===== config.mk =====
export PLATFORM = sky130hd
export DESIGN_NAME = multi_delay_ise
export DESIGN_NICKNAME = d
export VERILOG_FILES = /design/src/rtl/multi_delay_ise.sv
export SDC_FILE = /design/constraint.sdc
export NUM_CORES = 1
export LEC_CHECK = 0
export ABC_AREA = 1
export CORE_MARGIN = 4
export CORE_UTILIZATION = 28
export DETAILED_ROUTE_END_ITERATION = 10
export PLACE_DENSITY = 0.56
export SYNTH_ARGS = -nofsm -noshare
export SYNTH_HDL_FRONTEND = slang
export SYNTH_SLANG_ARGS = --single-unit
export TNS_END_PERCENT = 100

===== constraint.sdc =====
create_clock -name clock -period 10.9 [get_ports clock]
set_input_delay 3.27 -clock clock [delete_from_list [all_inputs] [get_ports clock]]
set_output_delay 3.27 -clock clock [all_outputs]
set_load 0.005 [all_outputs]

===== src/rtl/multi_delay_ise.sv =====
`default_nettype none
// ============================================================================
// Module      : multi_delay_ise
// Description : Multi-channel us/ms down-counter timer behind a CPU custom-
//               instruction port; supports blocking, non-blocking and poll use.
// Revision    : 1.0 - initial release
// ============================================================================
module multi_delay_ise #(
    parameter int         clockFrequencyInHz  = 50000000,
    parameter int         nrOfChannels        = 4,
    parameter logic [7:0] customInstructionId = 8'd0
) (
    input  logic        clock,
    input  logic        reset,
    input  logic        ciStart,
    input  logic        ciCke,
    input  logic [7:0]  ciN,
    input  logic [31:0] ciValueA,
    input  logic [31:0] ciValueB,
    output logic        ciDone,
    output logic [31:0] ciResult
);

    localparam int TICK_RELOAD = clockFrequencyInHz / 1000000;

    localparam logic [2:0] OP_DELAY  = 3'd0;
    localparam logic [2:0] OP_START  = 3'd1;
    localparam logic [2:0] OP_READ   = 3'd2;
    localparam logic [2:0] OP_WAITCH = 3'd3;
    localparam logic [2:0] OP_STOP   = 3'd4;
    localparam logic [2:0] OP_STATUS = 3'd5;

    typedef enum logic [0:0] {
        ST_IDLE = 1'b0,
        ST_WAIT = 1'b1
    } state_t;

    state_t                            state_q, state_d;
    logic [3:0]                        wait_ch_q, wait_ch_d;
    logic [31:0]                       presc_q, presc_d;
    logic [9:0]                        ms_cnt_q, ms_cnt_d;
    logic [nrOfChannels-1:0][31:0]     count_q, count_d;
    logic [nrOfChannels-1:0]           unit_q, unit_d;
    logic [nrOfChannels-1:0]           expired_q, expired_d;
    logic                              done_q, done_d;
    logic [31:0]                       result_q, result_d;

    logic                              is_my_ci;
    logic [2:0]                        op;
    logic [3:0]                        ch;
    logic                              unit_sel;
    logic                              ch_valid;
    logic                              us_tick;
    logic                              ms_tick;
    logic [nrOfChannels-1:0]           expire_now;
    logic [31:0]                       sel_count;
    logic [31:0]                       wait_count;
    logic                              wait_expiring;
    logic                              do_load;
    logic                              do_stop;
    logic                              unused_b;

    assign is_my_ci = ciStart & ciCke & (ciN == customInstructionId);
    assign op       = ciValueB[2:0];
    assign ch       = ciValueB[7:4];
    assign unit_sel = ciValueB[8];
    assign ch_valid = ({28'd0, ch} < 32'(nrOfChannels));
    assign unused_b = ^{ciValueB[31:9], ciValueB[3]};

    assign us_tick  = (presc_q == 32'd0);
    assign ms_tick  = us_tick && (ms_cnt_q == 10'd999);

    always_comb begin
        presc_d  = us_tick ? 32'(TICK_RELOAD - 1) : presc_q - 32'd1;
        ms_cnt_d = ms_cnt_q;
        if (us_tick) begin
            ms_cnt_d = (ms_cnt_q == 10'd999) ? 10'd0 : ms_cnt_q + 10'd1;
        end

        // Free-running decrement; loads and stops below override it.
        count_d       = count_q;
        unit_d        = unit_q;
        expire_now    = '0;
        sel_count     = 32'd0;
        wait_count    = 32'd0;
        wait_expiring = 1'b0;
        for (int i = 0; i < nrOfChannels; i++) begin
            if ((unit_q[i] ? ms_tick : us_tick) && (count_q[i] != 32'd0)) begin
                count_d[i]    = count_q[i] - 32'd1;
                expire_now[i] = (count_q[i] == 32'd1);
            end
            if (4'(i) == ch) begin
                sel_count = count_q[i];
            end
            if (4'(i) == wait_ch_q) begin
                wait_count    = count_q[i];
                wait_expiring = expire_now[i];
            end
        end
        expired_d = expired_q | expire_now;

        state_d   = state_q;
        wait_ch_d = wait_ch_q;
        done_d    = 1'b0;
        result_d  = 32'd0;
        do_load   = 1'b0;
        do_stop   = 1'b0;

        case (state_q)
            ST_IDLE: begin
                if (is_my_ci) begin
                    done_d = 1'b1;
                    if (op == OP_STATUS) begin
                        result_d[nrOfChannels-1:0] = expired_q;
                        expired_d = expire_now;
                    end else if (!ch_valid) begin
                        result_d = 32'hFFFF_FFFF;
                    end else begin
                        case (op)
                            OP_DELAY: begin
                                do_load = 1'b1;
                                if (ciValueA != 32'd0) begin
                                    state_d   = ST_WAIT;
                                    wait_ch_d = ch;
                                    done_d    = 1'b0;
                                end
                            end
                            OP_START: begin
                                do_load  = 1'b1;
                                result_d = sel_count;
                            end
                            OP_READ: begin
                                result_d = sel_count;
                            end
                            OP_WAITCH: begin
                                if (sel_count != 32'd0) begin
                                    state_d   = ST_WAIT;
                                    wait_ch_d = ch;
                                    done_d    = 1'b0;
                                end
                            end
                            OP_STOP: begin
                                do_stop  = 1'b1;
                                result_d = sel_count;
                            end
                            default: begin
                                result_d = 32'd0;
                            end
                        endcase
                    end
                end
            end
            ST_WAIT: begin
                if ((wait_count == 32'd0) || wait_expiring) begin
                    state_d = ST_IDLE;
                    done_d  = 1'b1;
                end
            end
            default: begin
                state_d = ST_IDLE;
            end
        endcase

        // A load or stop in a tick cycle suppresses that cycle's decrement and expiry.
        for (int i = 0; i < nrOfChannels; i++) begin
            if (4'(i) == ch) begin
                if (do_load) begin
                    count_d[i]   = ciValueA;
                    unit_d[i]    = unit_sel;
                    expired_d[i] = 1'b0;
                end else if (do_stop) begin
                    count_d[i]   = 32'd0;
                    expired_d[i] = expired_q[i];
                end
            end
        end
    end

    always_ff @(posedge clock or posedge reset) begin
        if (reset) begin
            state_q   <= ST_IDLE;
            wait_ch_q <= 4'd0;
            presc_q   <= 32'(TICK_RELOAD - 1);
            ms_cnt_q  <= 10'd0;
            count_q   <= '0;
            unit_q    <= '0;
            expired_q <= '0;
            done_q    <= 1'b0;
            result_q  <= 32'd0;
        end else begin
            state_q   <= state_d;
            wait_ch_q <= wait_ch_d;
            presc_q   <= presc_d;
            ms_cnt_q  <= ms_cnt_d;
            count_q   <= count_d;
            unit_q    <= unit_d;
            expired_q <= expired_d;
            done_q    <= done_d;
            result_q  <= result_d;
        end
    end

    assign ciDone   = done_q;
    assign ciResult = result_q;

endmodule
`default_nettype wire


Yosys cells after proc, flatten, opt, wreduce, memory -nomap -nowiden
Cells that the tools add are included.
{"block": "op_classes", "addsub": 6, "order_cmp": 1, "eq_ne": 22, "mux": 88, "bitwise_logic": 5, "n_reduce_logical": 26}
{"op": "32-bit 2-to-1 mux", "n": 29}
{"op": "32-bit nonzero test", "n": 6}
{"op": "32-bit by 1-bit subtractor with 32-bit output (second input constant)", "n": 5}
{"op": "32-bit by 1-bit equality test with 1-bit output (second input constant)", "n": 4}
{"op": "32-bit logical NOT", "n": 2}
{"op": "1-bit 2-to-1 mux", "n": 46}
{"op": "28-bit 2-to-1 mux", "n": 1}
{"op": "4-bit 2-to-1 mux", "n": 6}
{"op": "2-bit by 4-bit equality test with 1-bit output (first input constant)", "n": 4}
{"op": "3-bit != test (second input constant)", "n": 4}
{"op": "10-bit by 1-bit adder with 10-bit output (second input constant)", "n": 1}
{"op": "10-bit equality test (second input constant)", "n": 1}
{"op": "10-bit 2-to-1 mux", "n": 1}
{"op": "1-bit by 4-bit equality test with 1-bit output (first input constant)", "n": 2}
{"op": "4-bit logical NOT", "n": 2}
{"op": "8-bit logical NOT", "n": 1}
{"op": "1-bit one-hot mux with 2 select lines", "n": 4}
{"op": "4-bit one-hot mux with 2 select lines", "n": 1}
{"op": "2-bit AND reduction", "n": 4}
{"op": "7-bit AND reduction", "n": 1}
{"op": "3-bit by 2-bit equality test with 1-bit output (second input constant)", "n": 2}
{"op": "3-bit equality test (second input constant)", "n": 2}
{"op": "1-bit logical AND", "n": 5}
{"op": "4-bit by 3-bit < comparator with 1-bit output (second input constant)", "n": 1}
{"op": "10 further kinds", "n": 13}
{"block": "word_totals", "ff_bits": 216, "inputBits": 76, "out_inout_bits": 33}

Longest topological paths before layout
Gate-level depths: netlist (run 1).
{"block": "logic_depth", "ltp_word": 12, "mapped_depth": 17, "depth_no_buf": 17}

Worst setup path before layout (run 1)
No wires, ideal clock.
{"block": "synth_timing", "path_kind": "input-to-reg", "start": "input ciValueB[6]", "end": "register count_q[0] (netlist bit)", "setup_time_ns": 0.136, "t_arrival_ns": 4.609, "required_ns": 10.764, "setup_slack_ns": 6.155, "stages": 9, "path_buffers": 1, "path_cell_list": "nor2_4 -> inv_2 -> nor3_1 -> inv_1 -> a21oi_2 -> inv_2 -> nor2_2 -> buf_2 -> o22ai_1"}
{"item": "from (decl)", "line": "19", "rtl": "input logic [31:0] ciValueB,"}
{"item": "to (signal assigned)", "line": "195", "rtl": "count_q <= count_d;"}
{"item": "to (decl)", "line": "42", "rtl": "logic [nrOfChannels-1:0][31:0] count_q, count_d;"}

Final worst setup path (run 1)
{"block": "layout_timing", "start": "input ciValueB[6]", "end": "register wait_ch_q[0]"}
{"block": "layout_between", "elab_chain_len": 8, "word_cells_on_any_way": 12, "classes_between": "order compare: 1; eq/ne: 4; mux: 4; reduce/logical: 3"}
{"item": "4-bit logical NOT", "line": "92", "rtl": "if (4'(i) == ch) begin"}
{"item": "32-bit 2-to-1 mux (4 in series)", "line": "92"}
{"item": "32-bit nonzero test", "line": "136", "rtl": "if (sel_count != 32'd0) begin"}
{"item": "2-bit != test (no source line)"}
{"item": "7-bit AND reduction (no source line) (*)"}
{"item": "to (signal assigned)", "line": "192", "rtl": "wait_ch_q <= wait_ch_d;"}
{"item": "to (decl)", "line": "39", "rtl": "logic [3:0] wait_ch_q, wait_ch_d;"}
Mark *: on every way between the ends. The rest lies on a longest branch, timed or not.
A chain may end at the register's enable or synchronous reset.

==> results.py, run 1 <==
metrics = {
    "clocking": {
        "clockRootBuffer": "clkbuf_16",
        "path_clk_slew_ps": 70,
        "cts_resized": 0,
        "clk_latency_ps": 580,
        "htree_levels": 1,
        "cts_buffer_depth": 3,
        "cts_tree": "built",
        "hold_buffers": 0,
        "cts_buffers": 28,
        "numClockSinks": 216,
        "postCtsSetupRepairBufs": 0,
    },
    "critical_path": {
        "r2r_slack_ps": 6820,
        "cp.required_ps": 11370,
        "r2r-end": "ciDone",
        "critPathKind": "primary input to flop",
        "start_kind": "primary input",
        "crit_path_end_kind": "flop",
        "arrival_ps": 7110,
        "critical_path.max_fanout": 84,
        "reg2reg_depth": 13,
        "timing.rr.start": "wait_ch_q[3]",
        "startpoint": "ciValueB[6]",
    },
    "cells_and_area": {
        "final_util": 0.330,
        "drive_gt1_frac": 0.0492,
        "fin_nets": 2589,
        "seq_area_mm2": 0.00541,
        "fill_cells": 6229,
        "layout_commonest_cell": "nand2_1",
        "multi_input_area_mm2": 0.00948,
        "syn2layout_area_growth_pct": 15.9,
        "mostFrequentLayoutCells": "nand2_1 (545), nor2_1 (399), nand3_1 (324)",
    },
    "timing": {
        "worstMarginPinSlew_ps": 1210,
        "finalSetupViolations": 0,
        "clock.fmax_mhz": 151,
        "post-route-min-period_ps": 6640,
        "slew_viol_final": 0,
        "min_period_over_period": 0.609,
        "timing.final.hold_violations": 0,
        "fin_tns_setup_ps": 0,
        "rsz0062_at_grt": "false",
        "finClkSkew_ps": 15.1,
        "slew-limit-headroom": 0.190,
    },
    "placed_design": {
        "dpl.hpwl_um": 58600,
        "portBuffers": 84,
        "gp_congestion": 1.01,
    },
    "global_route": {
        "grt_max_degree": 150,
        "grt_pass1_wl_um": 111000,
        "antenna_found_initial": 0,
        "grt_pass1_vias": 16500,
        "grt_use_total": 0.243,
        "gr-total-overflow": 0,
    },
    "min_path": {
        "min_delay_path_depth": 1,
        "min_from": "presc_q[0]",
        "min_to": "presc_q[0]",
        "worstHoldPathType": "flop to flop",
    },
    "flow_run": {
        "drv_cap": 0,
    },
    "floorplanning": {
        "die_w_um": 248,
        "core_area_mm2": 0.0567,
        "ios": 109,
        "start_util": 0.285,
        "die-area_mm2": 0.0615,
        "rows": 87,
        "die_h_um": 248,
    },
    "detailed_routing": {
        "ant_nets": 0,
        "drc_errors": 0,
        "drtIter0Drc": 2277,
        "avgViaCountPerCell": 5.41,
        "wirelength_um": 76300,
        "wl_per_cell_um": 23.3,
        "num_vias": 17700,
        "first_pass_iters": 5,
    },
    "logic_synthesis": {
        "synthTopCellsByArea": "dfrtp_1 (33%), nand2_1 (13%), nand3_1 (10%), nor2_1 (9.4%), xor2_1 (6.2%)",
        "synth.largest_area_cell": "dfrtp_1",
        "syn_nets": 2551,
        "synth_flop_cell": "dfrtp_1",
        "syn_avg_cell_area_um2": 6.56,
        "synth-seq-cells": 216,
        "yosys_warnings": 0,
        "yosysSeqAreaShare": 0.335,
        "syn_inst": 2460,
        "synthArstFlopShare": 1.00,
        "yosysUniqueCellTypes": 49,
        "synth-edff-count": 0,
        "syn_area_mm2": 0.0161,
        "synth_top_area_share": 0.330,
    },
    "power_and_ir_drop": {
        "clkPwrFrac": 0.526,
        "power_frac_seq": 0.412,
        "p_leak_nw": 8.28,
        "switching_power_mw": 0.504,
        "sw_frac_of_total": 0.259,
        "p_int_mw": 1.44,
        "powerDensity_mw_per_mm2": 104,
        "irDropWorstVdd_mv": 0.0823,
        "pwr-share-comb": 0.062,
    },
    "status": {
        "status": "complete, no violations",
    },
}
cells by family after synthesis:
group | share of synthesized area
and+or+nand+nor | 0.373
AOI/OAI and AO/OA | 0.133
xor gates and xnor gates | 0.0684
adders and majority gates | 0.0116
buffers and inverters | 0.0795
DFF | 0.335
cell type report:
type                       count  share of cell area
sequential                   216               0.289
clock inverter                22              0.0149
timing repair buffer         109              0.0550
antenna                        1            0.000134
multi-input combinational   1923               0.507
inverter                     220              0.0446
clock buffer                  30              0.0390
tap                          756              0.0506
worst max-delay path, cell delays in order:
cell and delay (ps):
clkdlybuf4s50_1 440, nor2_4 110, buf_4 500, buf_4 770, nand2_1 610, o21ai_0 420, nor2_1 90, nand2_1 90
nor2_1 70, nand2_1 60, nor2_1 50, nand2_1 60, nand2_1 50, nand2_1 170, nand2_1 120, nand2_1 80
nand2_1 50
routing by layer:
metal  up-vias  share of wire  global-route usage
li1       8229              -                   -
met1      8539           0.44               0.339
met2       796           0.43               0.372
met3       160          0.077              0.0384
met4         0          0.054               0.109
met5         -              0                   0
worst max-delay path by stage:
stage | endpoint | slack [ps] | cells after the start
2_1_floorplan | ciDone | 1730 | 1
3_5_place_dp | wait_ch_q[0] | 3750 | 17
3_3_place_gp | wait_ch_q[1] | 3770 | 17
4_1_cts | wait_ch_q[0] | 4360 | 17
6_report | wait_ch_q[0] | 4260 | 17
5_1_grt | wait_ch_q[1] | 3990 | 17
power by group through the flow:
stage	sequential [mW]	combinational (mW)	clock, mW
floorplan	0.817	0.0556	0
global placement	0.817	0.119	0
detailed placement	0.817	0.119	0
CTS	0.802	0.119	1.05
global route	0.801	0.128	1.08
finish	0.802	0.120	1.02
flip-flops by register name, indices dropped and copies added, names as in the netlist:
name,cells
ciDone,1
ciResult,32
count_q,128
expired_q,4
ms_cnt_q,10
presc_q,32
state_q,1
unit_q,4
wait_ch_q,4
synthesized netlist by cell type, drive strengths merged (2+ instances only):
cell / count
nand2: 546
nor2: 418
nand3: 328
inv: 219
dfrtp: 213
o21ai: 212
xor2: 114
a21oi: 68
buf: 57
clkbuf: 44
nand4: 44
nor3: 39
o211ai: 36
o22ai: 23
nor4: 21
ha: 15
o32ai: 12
xnor2: 12
o31ai: 11
a21boi: 3
a31oi: 3
dfstp: 3
o21a: 3
o21bai: 3
a21o: 2
and2: 2
nand3b: 2
or2: 2
metrics by stage:
stage                     hold WS, ps  instance area (um2)  instances  power, mW  worst slack, ps
after floorplan                   429                16100       2460      0.872             1730
after CTS                         463                18700       3276       1.97             4360
after global routing              488                18700       3276       2.01             3990
after global placement            441                17700       3224      0.935             3770
final                             462                18700       3277       1.95             4260
after detailed placement          448                17700       3224      0.935             3750
No activity file was read; power rests on OpenSTA's default activity.
==> inputs of run 2 (changes only) <==
--- a/config.mk
+++ b/config.mk
@@ -9,7 +9,7 @@
 export CORE_MARGIN = 4
 export CORE_UTILIZATION = 28
 export DETAILED_ROUTE_END_ITERATION = 10
-export PLACE_DENSITY = 0.56
+export PLACE_DENSITY = 0.57
 export SYNTH_ARGS = -nofsm -noshare
 export SYNTH_HDL_FRONTEND = slang
 export SYNTH_SLANG_ARGS = --single-unit
==> constraint.sdc (replaced) <==
create_clock -name clock -period 5.4 [get_ports clock]
set_input_delay 1.62 -clock clock [delete_from_list [all_inputs] [get_ports clock]]
set_output_delay 1.62 -clock clock [all_outputs]
set_load 0.005 [all_outputs]
==> results.py, run 2 (synthesis results as in run 1) <==
metrics = {
    "status": {
        "status": "complete, no violations",
    },
    "cells_and_area": {
        "syn2layout_area_growth_pct": 16.5,
        "final_cell_count_no_fill": 3289,
        "seq_area_mm2": 0.00541,
        "fin_nets": 2604,
        "regMostFlops": "count_q",
        "drive_gt1_frac": 0.0537,
        "fill_cells": 6173,
        "diodes": 0,
        "multi_input_area_mm2": 0.00948,
        "largest_reg_flops": 128,
        "mostFrequentLayoutCells": "nand2_1 (545), nor2_1 (400), nand3_1 (324)",
        "layout_commonest_cell": "nand2_1",
    },
    "detailed_routing": {
        "num_vias": 17200,
        "drc_errors": 0,
        "wl_per_cell_um": 20.4,
        "drtIter0Drc": 2041,
        "first_pass_iters": 7,
        "wirelength_um": 67000,
        "ant_nets": 0,
        "avgViaCountPerCell": 5.23,
    },
    "power_and_ir_drop": {
        "powerDensity_mw_per_mm2": 202,
        "irDropWorstVdd_mv": 0.209,
        "finalPower_mw": 3.81,
        "p_leak_nw": 8.34,
    },
    "floorplanning": {
        "ios": 109,
        "core_area_mm2": 0.0567,
        "rows": 87,
        "die-area_mm2": 0.0615,
        "die_w_um": 248,
        "start_util": 0.285,
        "die_h_um": 248,
    },
    "clocking": {
        "postCtsSetupRepairBufs": 0,
        "cts_buffer_depth": 3,
        "clk_latency_ps": 570,
        "cts_resized": 0,
        "htree_levels": 1,
        "clockRootBuffer": "clkbuf_16",
        "numClockSinks": 216,
        "cts_tree": "built",
        "hold_buffers": 0,
        "cts_buffers": 27,
        "path_clk_slew_ps": 60,
    },
    "timing": {
        "post-route-min-period_ps": 4190,
        "clock.fmax_mhz": 239,
        "min_period_over_period": 0.776,
        "timing.final.hold_violations": 0,
        "slew_viol_final": 0,
        "finClkSkew_ps": 30.2,
        "slew-limit-headroom": 0.241,
        "finalSetupViolations": 0,
        "fin_tns_setup_ps": 0,
        "worstMarginPinSlew_ps": 1140,
        "rsz0062_at_grt": "false",
        "fin_ws_ps": 1210,
    },
    "critical_path": {
        "crit_path_cell_trace": "clkdlybuf4s50_1, nand2_1, inv_2, nand2_1, buf_4, clkinv_1, nand2_1, o211ai_1, o31ai_1",
        "r2r_slack_ps": 2040,
        "worst_path_largest_cell_delay_ps": 660,
        "cp.required_ps": 5870,
        "start_kind": "primary input",
        "startpoint": "ciValueB[5]",
        "critPathKind": "primary input to flop",
        "r2r-end": "ciDone",
        "critical_path.slowest_cell": "clkdlybuf4s50_1",
        "crit_path_end_kind": "flop",
        "critical_path.max_fanout": 20,
        "crit_path_frequent_cell": "nand2_1",
        "arrival_ps": 4660,
        "timing.rr.start": "presc_q[0]",
        "reg2reg_depth": 14,
    },
    "min_path": {
        "min_to": "presc_q[0]",
        "min_from": "presc_q[0]",
        "worstHoldPathType": "flop to flop",
        "min_delay_path_depth": 1,
    },
    "global_route": {
        "grt_pass1_vias": 15800,
        "grt_util_met1": 0.305,
        "grt_pass1_wl_um": 99400,
        "top_usage_layer": "met2",
        "grt_use_total": 0.213,
        "grtUsageMet2": 0.325,
        "grt_max_degree": 91,
        "gr-total-overflow": 0,
        "antenna_found_initial": 0,
        "grtUsageMet3": 0.0328,
    },
    "flow_run": {
        "drv_cap": 0,
    },
    "placed_design": {
        "gp_congestion": 1.01,
        "portBuffers": 84,
        "dp.cells": 3240,
        "dpl.hpwl_um": 52000,
        "dp_slack_ps": 722,
    },
}
==> run 2: cell count changes in the layout (fill, tap and decap cells not counted), sizes merged <==
cell,before,now
buf,25,41
bufinv,5,4
clkbuf,30,31
clkinv,10,8
clkinvlp,5,6
diode,1,0
inv,222,220
==> run 2: through the flow <==
stage / util / instance area, um2 / hold slack [ps]
finish: 0.332 / 18800 / 455
detailed placement: 0.315 / 17900 / 439
global placement: 0.315 / 17900 / 436
global route: 0.332 / 18800 / 486
CTS: 0.332 / 18800 / 457
floorplan: - / 16100 / 429
==> run 2: worst max path at each step <==
stage,to,depth (start not counted)
2_1_floorplan,ciDone,1
4_1_cts,count_q[114],9
3_3_place_gp,count_q[114],9
6_report,count_q[114],9
5_1_grt,count_q[113],9
3_5_place_dp,count_q[114],9
==> run 2: layer usage <==
metal / wire [um] / vias up
met5: 0 / -
li1: - / 8245
met1: 29700 / 8096
met3: 5580 / 121
met2: 28900 / 739
met4: 2810 / 0
==> run 2: area by class of cell <==
class                   instances  area share
clock buffers                  31      0.0383
clock inverters                18      0.0112
inverters                     220      0.0441
multi-input cells            1923       0.504
flip-flops and latches        216       0.288
well taps                     756      0.0503
repair buffers                125      0.0644
==> run 2: worst max-delay path: cells and delay by family <==
| kind | cells | cell delay, ps |
|---|---|---|
| AO/OA/AOI/OAI | 2 | 230 |
| buffers and inverters | 4 | 1750 |
| AND/OR/NAND/NOR | 3 | 1030 |
==> run 2: power breakdown <==
group / leakage (nW) / switching (mW) / internal (mW)
Sequential: 2.58 / 0.00000595 / 1.62
Combinational: 5.31 / 0.170 / 0.0715
Clock: 0.449 / 0.796 / 1.15
Total: 8.34 / 0.966 / 2.84
